**config.mk**
```make
export PLATFORM = sky130hd
export DESIGN_NAME = fp_inflight_cam
export DESIGN_NICKNAME = d
export VERILOG_FILES = /design/src/rtl/fp_inflight_cam.sv
export SDC_FILE = /design/constraint.sdc
export NUM_CORES = 1
export LEC_CHECK = 0
export CAP_MARGIN = 40
export CORE_MARGIN = 5
export CORE_UTILIZATION = 45
export CTS_CLUSTER_DIAMETER = 30
export CTS_CLUSTER_SIZE = 16
export DETAILED_ROUTE_END_ITERATION = 8
export GPL_TIMING_DRIVEN = 0
export PLACE_DENSITY_LB_ADDON = 0.25
export SLEW_MARGIN = 10
export SYNTH_ARGS = -nofsm -noshare
export SYNTH_HDL_FRONTEND = slang
export SYNTH_SLANG_ARGS = --single-unit
```
**constraint.sdc**
```tcl
create_clock -name clk -period 5.3 [get_ports clk]
set_input_delay 0.53 -clock clk [delete_from_list [all_inputs] [get_ports clk]]
set_output_delay 0.53 -clock clk [all_outputs]
set_load 0.01 [all_outputs]
```
**src/rtl/fp_inflight_cam.sv**
```systemverilog
// fp_inflight_cam: tag-indexed tracker for in-flight FP operations.
// Holds rd/op/writeback-enable per outstanding op, answers RAW busy
// lookups for three sources, squashes older WAW results and returns the
// entry contents when the FPU hands back a tag.
module fp_inflight_cam #(
    parameter int DEPTH = 4,
    parameter int TAG_W = 2,
    parameter int OP_W  = 3,
    parameter int CNT_W = 3
) (
    input  logic             clk,
    input  logic             rst_l,
    // allocation from decode
    input  logic             alloc_valid,
    input  logic [4:0]       alloc_rd,
    input  logic [OP_W-1:0]  alloc_op,
    output logic             alloc_ready,
    output logic [TAG_W-1:0] alloc_tag,
    // RAW busy lookup
    input  logic [4:0]       src_rs1,
    input  logic [4:0]       src_rs2,
    input  logic [4:0]       src_rs3,
    output logic             rs1_busy,
    output logic             rs2_busy,
    output logic             rs3_busy,
    // completion from the FPU
    input  logic             cmpl_valid,
    input  logic [TAG_W-1:0] cmpl_tag,
    output logic [4:0]       cmpl_rd,
    output logic [OP_W-1:0]  cmpl_op,
    output logic             cmpl_wb,
    output logic             cmpl_err,
    // bookkeeping
    input  logic             flush,
    output logic [CNT_W-1:0] count,
    output logic             empty
);

    logic [DEPTH-1:0] valid_q;
    logic [DEPTH-1:0] wb_q;
    logic [4:0]       rd_q [DEPTH];
    logic [OP_W-1:0]  op_q [DEPTH];

    logic             any_free;
    logic [TAG_W-1:0] free_tag;
    logic             alloc_fire;
    logic             cmpl_fire;

    // Lowest-index free entry: scanning downwards lets the lowest free index win.
    always_comb begin
        // NOTE: every variable assigned here gets a default first, so no path leaves it unassigned and no latch is inferred.
        any_free = 1'b0;
        free_tag = '0;
        for (int i = DEPTH - 1; i >= 0; i--) begin
            if (!valid_q[i]) begin
                any_free = 1'b1;
                free_tag = TAG_W'(i);
            end
        end
    end

    assign alloc_ready = ~flush & any_free;
    assign alloc_tag   = free_tag;
    assign alloc_fire  = alloc_valid & alloc_ready;

    // Completion read port: purely combinational view of entry[cmpl_tag].
    assign cmpl_rd   = rd_q[cmpl_tag];
    assign cmpl_op   = op_q[cmpl_tag];
    assign cmpl_wb   = cmpl_valid & valid_q[cmpl_tag] & wb_q[cmpl_tag];
    assign cmpl_err  = cmpl_valid & ~valid_q[cmpl_tag];
    assign cmpl_fire = cmpl_valid & valid_q[cmpl_tag];

    // RAW busy: any valid entry targeting the source register; wb is ignored.
    always_comb begin
        rs1_busy = 1'b0;
        rs2_busy = 1'b0;
        rs3_busy = 1'b0;
        for (int i = 0; i < DEPTH; i++) begin
            if (valid_q[i] && rd_q[i] == src_rs1) rs1_busy = 1'b1;
            if (valid_q[i] && rd_q[i] == src_rs2) rs2_busy = 1'b1;
            if (valid_q[i] && rd_q[i] == src_rs3) rs3_busy = 1'b1;
        end
    end

    // Occupancy count from the registered valid bits.
    always_comb begin
        count = '0;
        for (int i = 0; i < DEPTH; i++) begin
            count = count + CNT_W'(valid_q[i]);
        end
    end

    assign empty = (count == '0);

    // Entry state update: flush wins; otherwise completion, WAW squash and
    // allocation all land on the same edge. The allocated entry is always a
    // free one, so it never collides with the entry being completed.
    always_ff @(posedge clk or negedge rst_l) begin
        if (!rst_l) begin
            // NOTE: rd/op storage is reset along with the valid bits so that the completion read port shows zeros after reset.
            valid_q <= '0;
            wb_q    <= '0;
            for (int i = 0; i < DEPTH; i++) begin
                rd_q[i] <= '0;
                op_q[i] <= '0;
            end
        end else if (flush) begin
            // NOTE: non-blocking assignments keep every entry update reading pre-edge state.
            valid_q <= '0;
            wb_q    <= '0;
        end else begin
            for (int i = 0; i < DEPTH; i++) begin
                if (cmpl_fire && cmpl_tag == TAG_W'(i)) begin
                    valid_q[i] <= 1'b0;
                end
                if (alloc_fire && alloc_tag != TAG_W'(i) && valid_q[i] && rd_q[i] == alloc_rd) begin
                    wb_q[i] <= 1'b0;
                end
                if (alloc_fire && alloc_tag == TAG_W'(i)) begin
                    valid_q[i] <= 1'b1;
                    wb_q[i]    <= 1'b1;
                    rd_q[i]    <= alloc_rd;
                    op_q[i]    <= alloc_op;
                end
            end
        end
    end

endmodule

```
==> summary.md, run 1 <==
| Metric | Value |
|---|---|
| Outcome | `completed` |
| Multiplexer share of the synthesized area | `0.201` |
| Worst Reg-to-Reg Cells | `5` |
| GR Overflow Total | `0` |
| Clk_lat worst skew | `0.29 ns` |
| Min cycle time layout | `3.36 ns` |
| Req. time, crit path | `4.77 ns` |
| Post-cts sizing count | `0` |
| Drt first pass iters | `4` |
| Max_slew headroom | `0.526` |
| CP Buf/Inv Count | `4` |
| FILL cells | `570` |
| Setup TNS | `0 ns` |
| Total number of vias | `2,192` |
| RSZ-0062 raised after global routing | `no` |
| WL per Instance | `19.8 µm` |
| Crit-path cells | `clkbuf_2 -> inv_1 -> fa_1 -> inv_1 -> ha_1 -> ha_1 -> nor3_1 -> clkdlybuf4s50_1` |
| Synth Area in Simple Gates | `0.108` |
| Final net count | `~350` |
| Synthesized cell area | `around 2900 µm²` |
| Ys Warns | `0` |
| Layout cells sized above 1 | `0.201` |
| Post-route insts no fill | `391` |
| Via/cell ratio | `5.61` |
| Register bit total from synthesis | `40` |
| Post-synth top area share | `0.343` |
| Post-Syn Nets | `297` |
| Synth Area in Adders | `0.0154` |
| WS Path Type | `register to primary output` |
| Max cap viols | `0` |
| Placer Congestion | `0.944` |
| Post-CTS Setup Bufs | `0` |
| Post-synthesis xor/xnor area fraction | `0.240` |
| Reg2reg start | `valid_q[0]` |
| Core Region | `between 6000 and 7000 µm²` |
| Final WS setup | `1.94 ns` |
| Layout area overhead | `21.6%` |
| Synth Area in Compound Gates | `0.0386` |
| Clock Path Buffers | `2` |
| DP Worst Slack | `2.19 ns` |
| I/O Pins | `50` |
| Critical Path Slowest Stage Cell | `fa_1` |
| Setup-failing EPs final | `0` |
| Largest family of logic cells by synthesized area | `XOR/XNOR gates` |
| Seq/Total Area, Yosys | `0.343` |
| Detailed router's first-iteration violation count | `91` |
| Final HPWL DP | `between 5000 and 6000 µm` |
| Num rows | `29` |
| Critical Path Start | `valid_q[0]` |
| Distinct cells, synth | `34` |
| Cells after Synth | `264` |
| Reg area | `roughly 1000 µm²` |
| Slew @ Worst Pin | `0.711 ns` |
| Post-synth EDFFs | `0` |
| Final instance area | `3550 µm²` |
| CTS Hold Bufs | `0` |
| Vias in the first global route | `2,378` |
| Critical Path End Type | `primary output` |
| # DRC | `0` |
| Fin. max-slew vios | `0` |
| Largest net degree at the start of global routing | `30` |
| Peak VDD IR | `0.207 mV` |
| CP max FO | `8` |
| H-tree levels | `2` |
| Chip Height | `90.5 µm` |
| Starting density of the core | `0.462` |
| Synth Area per Inst | `11.1 µm²` |
| CP startpoint kind | `register` |
| Placed Cells | `383` |
| Synth Flop Type | `dfrtp_1` |
| Clk_skew | `0.00519 ns` |
| Fmax | `0.297 GHz` |
| FFs w/ async S/R, synth | `1.00` |
| Leakage | `1.42 nW` |
| First-pass GRT wire length | `12,800 µm` |
| Die ar. | `8200 µm²` |
| Routed Wire Length | `7730 µm` |
| Initial antenna violation count | `0` |
| Pwr/cell area | `277 nW/µm²` |
| Overall power | `0.983 mW` |
| Total CTS buffers | `5` |
| Area contributors post-synth | `dfrtp_1, xnor2_1, mux2_2` |
| CTS root buffer | `clkbuf_8` |
| Multi-input logic area | `1760 µm²` |
| Final worst-path cycle share | `0.634` |
| CTS tree | `done` |
| Post-DRT Antenna Nets | `0` |
| Leading area contributor after synthesis | `dfrtp_1` |
| Chip width | `around 91 µm` |
| Final hold violation count | `0` |
| Total GRT Usage | `0.199` |
| I/O Buffers | `41` |
| Clock Pin Slew Worst Setup and Hold Paths | `~0.080 ns` |
| Area after DPL | `between 3000 and 4000 µm²` |
| Hold crit path type | `input pin to async pin` |
| WP depth | `8` |
| ANT cells | `0` |
| Highest cell delay on the worst timing path | `0.56 ns` |
| TritonCTS sink count | `40` |
| Critical path arrival | `roughly 2.8 ns` |
| CP top delay family | `adder cells` |
==> per-stage QoR <==
step | util | hold WS (ns)
5_1_grt | 0.562 | 0.125
3_5_place_dp | 0.545 | 0.437
6_report | 0.562 | 0.113
2_1_floorplan | - | 0.234
3_3_place_gp | 0.543 | 0.485
4_1_cts | 0.562 | 0.117
==> state kept, by name, summed over array words and instances, names as in the netlist <==
name	flops
rd_q	20
op_q	12
valid_q	4
wb_q	4
==> kinds of logic (layout without fill, tap and decap cells) <==
family	count (synthesis)	in the layout
mux	42	42
buf+inv	39	89
flops	40	40
simple gates	45	45
compound gates	15	15
xor+xnor	80	80
fa+ha+maj	3	3
==> routing by layer <==
layer	track usage	vias up	part of all wire
met5	0	-	0
met4	0.0583	0	0.013
met3	0.0408	11	0.055
met2	0.321	69	0.48
met1	0.267	1091	0.45
li1	-	1021	-
==> synthesized netlist by cell type, types with 4 or more instances <==
| cell type | n |
|---|---|
| xnor2_1 | 44 |
| dfrtp_1 | 40 |
| xor2_1 | 36 |
| mux2_2 | 32 |
| clkbuf_1 | 28 |
| mux4_2 | 10 |
| nand4_1 | 10 |
| nor4_1 | 7 |
| inv_1 | 5 |
| nor3_1 | 5 |
| nand3_1 | 4 |
==> cell usage in the layout, fill, tap and decap left out, drive strengths merged <==
cell type / count
and3: 2
dfrtp: 40
a31o: 6
clkdlybuf4s50: 40
xor2: 36
nand3b: 2
nand2: 2
bufinv: 1
mux2: 32
a21oi: 3
nand4: 11
ha: 2
nor4: 7
nor4b: 1
clkinv: 2
or4: 3
nor2: 2
clkbuf: 35
nor2b: 1
nor3: 8
nand3: 5
mux4: 10
and2: 1
buf: 6
fa: 1
o311ai: 3
inv: 5
xnor2: 44
a31oi: 3
==> path summary, 6_finish.rpt <==
path                            end  slack [ns]
max reg2reg                 rd_q[8]        3.35
max                           empty        1.94
min reg2reg                 op_q[4]        0.50
min                         op_q[2]        0.11
max in group asynchronous  rd_q[14]        4.73
min in group clk            op_q[4]        0.50
==> final cells by class <==
class                   count  share of cell area
clock inverters             2             0.00987
clock buffers               6              0.0205
flip-flops and latches     40               0.282
repair buffers             42               0.120
inverters                   6             0.00635
plain buffers              33              0.0381
multi-input cells         185               0.496
well taps                  77              0.0272
==> where the power goes <==
| group | switching, mW | internal, mW | total [mW] |
|---|---|---|---|
| Combinational | 0.189 | 0.186 | 0.374 |
| Clock | 0.106 | 0.140 | 0.245 |
| Sequential | 0.0158 | 0.347 | 0.363 |
(Power assumes the default switching activity.)
==> run 2, diff against run 1 <==
- clock period: 5.3 -> 3.3 ns (I/O delays scaled with it)
==> run 2 against run 1 <==
  * Via count rose by 1.3%
  * Sequential share of layout area down 0.079 points
  * Largest cell class unchanged
  * Combinational power is 61% higher
  * Sequential power up 61%
  * Global-route usage grew 0.053 points
  * Power grew 61%
  * Routed wire length is 0.19% higher
  * Flip-flop and latch count did not move
  * Final cell count increased by 0.26%
==> summary.md, run 2 (synthesized netlist as in run 1, its figures left out) <==
| Metric | Value |
|---|---|
| Critical path arrival | `2.83 ns (about the same)` |
| CP max FO | `8 (unchanged)` |
| Clock Pin Slew Worst Setup and Hold Paths | `0.08 ns (about the same)` |
| Most common cell after layout, fill and taps aside | `xnor2_1` |
| Pwr/cell area | `444 nW/µm² (+60%)` |
| Sw Pwr | `0.498 mW (+60%)` |
| Outcome | `completed` |
| I/O Buffers | `41 (unchanged)` |
| Post-DRT Antenna Nets | `0 (unchanged)` |
| Reg power frac | `0.369 (about the same)` |
| Biggest regs | `rd_q (20), op_q (12)` |
| Final hold violation count | `0 (unchanged)` |
| Total CTS buffers | `5 (unchanged)` |
| Final net count | `347 (+0.29%)` |
| Drt first pass iters | `4 (unchanged)` |
| Req. time, crit path | `2.97 ns (-1.80 ns)` |
| CP startpoint kind | `register` |
| Max_slew headroom | `0.538 (+0.0121)` |
| Detailed router's first-iteration violation count | `91 (unchanged)` |
| Final worst-path cycle share | `0.959` |
| GR Overflow Total | `0 (unchanged)` |
| Register with the most flip-flops | `rd_q` |
| Largest net degree at the start of global routing | `30 (unchanged)` |
| Layout area overhead | `21.9%` |
| Clock Path Buffers | `2 (unchanged)` |
| Final HPWL DP | `5610 µm (unchanged)` |
| Core Region | `6310 µm² (unchanged)` |
| Min cycle time layout | `3.16 ns` |
| Chip Height | `90.5 µm (unchanged)` |
| Num rows | `29 (unchanged)` |
| Setup TNS | `0 ns (unchanged)` |
| Slew @ Worst Pin | `0.693 ns (-0.0181 ns)` |
| Placer Congestion | `0.944 (unchanged)` |
| ANT cells | `0 (unchanged)` |
| WL per Instance | `19.8 µm (about the same)` |
| Vias in the first global route | `2,389 (+0.46%)` |
| Via/cell ratio | `5.66 (+1.0%)` |
| DP Worst Slack | `0.444 ns (-1.75 ns)` |
| Number of flip-flops in the largest register | `20 (unchanged)` |
| Critical Path End Type | `primary output` |
| Setup-failing EPs final | `0 (unchanged)` |
| WS Path Type | `register to primary output` |
| Fmax | `0.316 GHz` |
| Clk_lat worst skew | `0.29 ns (about the same)` |
| Hold crit path type | `input pin to async pin` |
| Starting density of the core | `0.462 (unchanged)` |
| H-tree levels | `2 (unchanged)` |
| RSZ-0062 raised after global routing | `no` |
| TritonCTS sink count | `40 (unchanged)` |
| Total number of vias | `2,220 (+1.3%)` |
| Post-cts sizing count | `0 (unchanged)` |
| Commonest non-fill, non-tap cells in the layout | `xnor2_1, clkdlybuf4s50_1, dfrtp_1, xor2_1, mux2_2` |
| Final WS setup | `0.136 ns (-1.80 ns)` |
| Fin. max-slew vios | `0 (unchanged)` |
| Logic gate share of total power | `0.381 (about the same)` |
| Sw frac | `0.315 (-0.000345)` |
| I/O Pins | `50 (unchanged)` |
| Leakage | `1.42 nW (+0.29%)` |
| Routed Wire Length | `7750 µm (+0.19%)` |
| First-pass GRT wire length | `12,800 µm (+0.32%)` |
| Initial antenna violation count | `0 (unchanged)` |
| CTS tree | `done` |
| Chip width | `90.5 µm (unchanged)` |
| CTS root buffer | `clkbuf_8` |
| # DRC | `0 (unchanged)` |
| Die ar. | `8200 µm² (unchanged)` |
| FILL cells | `569 (-0.18%)` |
| Layout cells sized above 1 | `0.200 (-0.000637)` |
| Max cap viols | `0 (unchanged)` |
| Total GRT Usage | `0.199 (+0.000525)` |
| Clk_skew | `0.00409 ns (-0.00110 ns)` |
| Internal power | `1.08 mW (+61%)` |
| Clock power share | `0.250 (about the same)` |
| Peak VDD IR | `0.334 mV (+61%)` |
-- run 2: critical path, cell delays in order (launching register included) --
cell	delay (ns)
dfrtp_1	0.32
clkbuf_2	0.22
inv_1	0.18
fa_1	0.56
inv_1	0.04
ha_1	0.17
ha_1	0.30
nor3_1	0.18
clkdlybuf4s50_1	0.56
-- run 2: metrics by stage --
step	hold slack [ns]	instances	cell area [µm²]	total power, mW	utilization
floorplan	0.0344	264	2920	0.992	-
global placement	0.485	382	3430	1.17	0.543
detailed placement	0.237	383	3440	1.19	0.545
CTS	0.451	392	3560	1.59	0.564
global route	0.493	392	3560	1.67	0.564
finish	0.447	392	3560	1.58	0.564
-- run 2: layout make-up --
cell class	instances	area, µm²	share of cell area
Multi-Input combinational cell	185	1760	0.495
Buffer	33	135	0.0380
Clock inverter	2	35.0	0.00985
Timing Repair Buffer	43	435	0.122
Tap cell	77	96.3	0.0271
Sequential cell	40	1000	0.281
Inverter	6	22.5	0.00633
Clock buffer	6	72.6	0.0204
-- run 2: routing by layer --
layer	share of wire	GRT usage
met1	0.45	0.268
met3	0.057	0.0408
met5	0	0
met2	0.48	0.323
met4	0.013	0.0583
-- run 2: power groups by stage --
stage	clock [mW]	combinational (mW)	sequential [mW]
after CTS	0.404	0.605	0.583
after detailed placement	0	0.600	0.592
after global placement	0	0.586	0.589
final	0.394	0.601	0.583
after floorplan	0	0.408	0.585
after global routing	0.426	0.655	0.589
-- run 2: final timing paths --
check,cells after the start,slack (ns),end,from
hold / removal,2,0.45,op_q[2],rst_l
setup reg to reg,5,1.37,rd_q[8],valid_q[0]
min in group clk,1,0.50,op_q[4],op_q[4]
max in group asynchronous,3,2.40,rd_q[14],rst_l
hold reg to reg,1,0.50,op_q[4],op_q[4]
setup / recovery,8,0.14,empty,valid_q[0]
-- run 2: repair_timing --
action / 4_1_cts / 5_1_grt
buffers inserted: 0 / 0
hold buffers: 1 / 0
endpoints found under the hold margin: 11 / 0
==> run 3, diff against run 2 <==
- CORE_MARGIN: 5 -> 2
- CORE_UTILIZATION: 45 -> 25
==> run 3 against run 2 <==
  * Die area increased by 53%
  * Setup slack better by 0.028 ns
  * Count of clock-buffer cells in the layout down 1
  * Final cell count grew 17%
  * Via count down 2.2%
  * First-iteration DRC count is 51% higher
  * Cell area rose by 5.7%
  * Hold slack better by 0.056 ns
  * Fmax is 0.91% higher
  * Flip-flop and latch count is the same
  * Power is 20% higher
==> summary.md, run 3 (synthesized netlist as in run 1, its figures left out) <==
| Metric | Value |
|---|---|
| Min cycle time layout | `3.14 ns (-0.0285 ns)` |
| Total GRT Usage | `0.135 (-0.0639)` |
| Via/cell ratio | `4.73 (-16%)` |
| Routed Wire Length | `8270 µm (+6.7%)` |
| Placed Cells | `449 (+17%)` |
| CP startpoint kind | `register` |
| Final HPWL DP | `6070 µm (+8.2%)` |
| Post-DRT Antenna Nets | `0 (unchanged)` |
| Clk_lat worst skew | `0.28 ns (about the same)` |
| WS Path Type | `register to primary output` |
| Clock Pin Slew Worst Setup and Hold Paths | `0.06 ns (-0.02 ns)` |
| Critical path arrival | `2.81 ns (-0.02 ns)` |
| Highest cell delay on the worst timing path | `0.56 ns (about the same)` |
| Reg area | `1000 µm² (+0.12%)` |
| Commonest non-fill, non-tap cells in the layout | `xnor2_1, clkdlybuf4s50_1, dfrtp_1, xor2_1, mux2_2` |
| Final core utilization | `0.329 (-0.234)` |
| Core Region | `11,400 µm² (+81%)` |
| Hold crit path type | `register to register` |
| Total CTS buffers | `5 (unchanged)` |
| Met2 wire len | `3740 µm (+0.86%)` |
| Reg2reg start | `valid_q[0]` |
| Peak VDD IR | `0.275 mV (-18%)` |
| Multi-input logic area | `1760 µm² (unchanged)` |
| Crit-path most repeated cell | `ha_1` |
| Detailed router's first-iteration violation count | `137 (+51%)` |
| Overall power | `1.90 mW (+20%)` |
| Num rows | `39 (+34%)` |
| Final hold violation count | `0 (unchanged)` |
| WL per Instance | `18.0 µm (-8.9%)` |
| Critical Path End Type | `primary output` |
| GR Overflow Total | `0 (unchanged)` |
| Critical Path Slowest Stage Cell | `clkdlybuf4s50_1` |
| CP Buf/Inv Count | `4 (unchanged)` |
| Req. time, crit path | `2.97 ns (about the same)` |
| Starting density of the core | `0.256 (-0.207)` |
| Slew @ Worst Pin | `0.674 ns (-0.0189 ns)` |
| Crit-path cells | `clkbuf_2 -> clkinvlp_4 -> fa_1 -> inv_1 -> ha_1 -> ha_1 -> nor3_1 -> clkdlybuf4s50_1` |
| Vias in the first global route | `2,238 (-6.3%)` |
| TritonCTS sink count | `40 (unchanged)` |
| Max_slew headroom | `0.549 (+0.0111)` |
| Post-route insts no fill | `459 (+17%)` |
| Chip width | `112 µm (+24%)` |
| CP top delay family | `adder cells` |
| # DRC | `0 (unchanged)` |
| Drt first pass iters | `4 (unchanged)` |
| Clock Path Buffers | `2 (unchanged)` |
| Hold Path Depth | `1` |
| Layout area overhead | `28.8%` |
| Leakage | `1.47 nW (+3.4%)` |
| Critical Path Start | `valid_q[0]` |
| Final instance area | `3760 µm² (+5.7%)` |
| CTS tree | `done` |
| Register with the most flip-flops | `rd_q` |
| FILL cells | `1,164 (+100%)` |
| Outcome | `completed` |
| Initial antenna violation count | `0 (unchanged)` |
| Total number of vias | `2,171 (-2.2%)` |
| Final worst-path cycle share | `0.950 (-0.00863)` |
| Final net count | `348 (+0.29%)` |
| Critical Path End | `empty` |
| Pwr/cell area | `504 nW/µm² (+14%)` |
| I/O Pins | `50 (unchanged)` |
| Largest net degree at the start of global routing | `25 (-17%)` |
| Area after DPL | `3520 µm² (+2.4%)` |
| H-tree levels | `2 (unchanged)` |
| Worst Reg-to-Reg Cells | `5 (unchanged)` |
| Fin. max-slew vios | `0 (unchanged)` |
| WL met1 | `4010 µm (+15%)` |
| R2R setup slack | `1.33 ns (-0.04 ns)` |
| Biggest regs | `rd_q (20), op_q (12)` |
| Placer Congestion | `0.836 (-11%)` |
| Clk_skew | `0.00356 ns (-0.000533 ns)` |
| ANT cells | `0 (unchanged)` |
| Number of flip-flops in the largest register | `20 (unchanged)` |
| Most common cell after layout, fill and taps aside | `xnor2_1` |
| WP depth | `8 (unchanged)` |
| First-pass GRT wire length | `13,100 µm (+2.1%)` |
| Reg2reg end | `rd_q[6]` |
| Fmax | `0.319 GHz (+0.91%)` |
| Max cap viols | `0 (unchanged)` |
| Chip Height | `112 µm (+24%)` |
| CP max FO | `8 (unchanged)` |
| Final WS setup | `0.165 ns (+0.0285 ns)` |
| DP Worst Slack | `0.391 ns (-0.0527 ns)` |
| Setup-failing EPs final | `0 (unchanged)` |
| Die ar. | `12,600 µm² (+53%)` |
| CTS root buffer | `clkbuf_16` |
| Layout cells sized above 1 | `0.212 (+0.0120)` |
| Top sig layer | `met4` |
| I/O Buffers | `41 (unchanged)` |
| Met3 Wirelength | `396 µm (-9.8%)` |
[run 3: cell count changes in the layout (fill, tap and decap cells not counted)]
cell and change:
dfrtp_2 +1, clkbuf_8 -5, inv_1 -1, bufinv_16 +2, clkinvlp_4 +1, clkbuf_16 +5, clkinv_2 -1, clkbuf_1 -1
buf_4 +1, dfrtp_1 -1
[run 3: through the flow]
| step | TNS (ns) | hold WS, ns |
|---|---|---|
| floorplan | 0 | 0.0344 |
| global placement | 0 | 0.486 |
| detailed placement | 0 | 0.293 |
| CTS | 0 | 0.509 |
| global route | -0.00344 | 0.521 |
| finish | 0 | 0.503 |
[run 3: area by class of cell]
cell class,instances,share of cell area
multi-input combinational,185,0.468
sequential,40,0.266
timing repair buffer,44,0.118
tap,143,0.0476
buffer,33,0.0359
clock buffer,5,0.0333
clock inverter,3,0.0240
inverter,6,0.00699
[run 3: power by group]
group          internal [mW]  total (mW)  switching, mW
registers              0.559       0.582         0.0229
logic                  0.300       0.610          0.310
clock network          0.510       0.705          0.195
total                   1.37        1.90          0.528
[run 3: worst min-delay path by stage]
stage,start,endpoint
after detailed placement,rst_l,op_q[2]
final,op_q[5],op_q[5]
after CTS,op_q[2],op_q[2]
after global routing,wb_q[3],wb_q[3]
after global placement,op_q[3],op_q[3]
after floorplan,rst_l,op_q[0]
[run 3: repair_timing]
action                                  CTS  global route
resized for setup                         0             2
endpoints found under the hold margin    16             0
setup buffers                             0             1
hold buffers                              1             0
endpoints found under the setup margin    0             1
[run 3: layer usage]
metal,up-vias,global-route usage
met3,9,0.0254
met4,0,0.0309
met2,61,0.206
met5,-,0
li1,1020,-
met1,1081,0.200
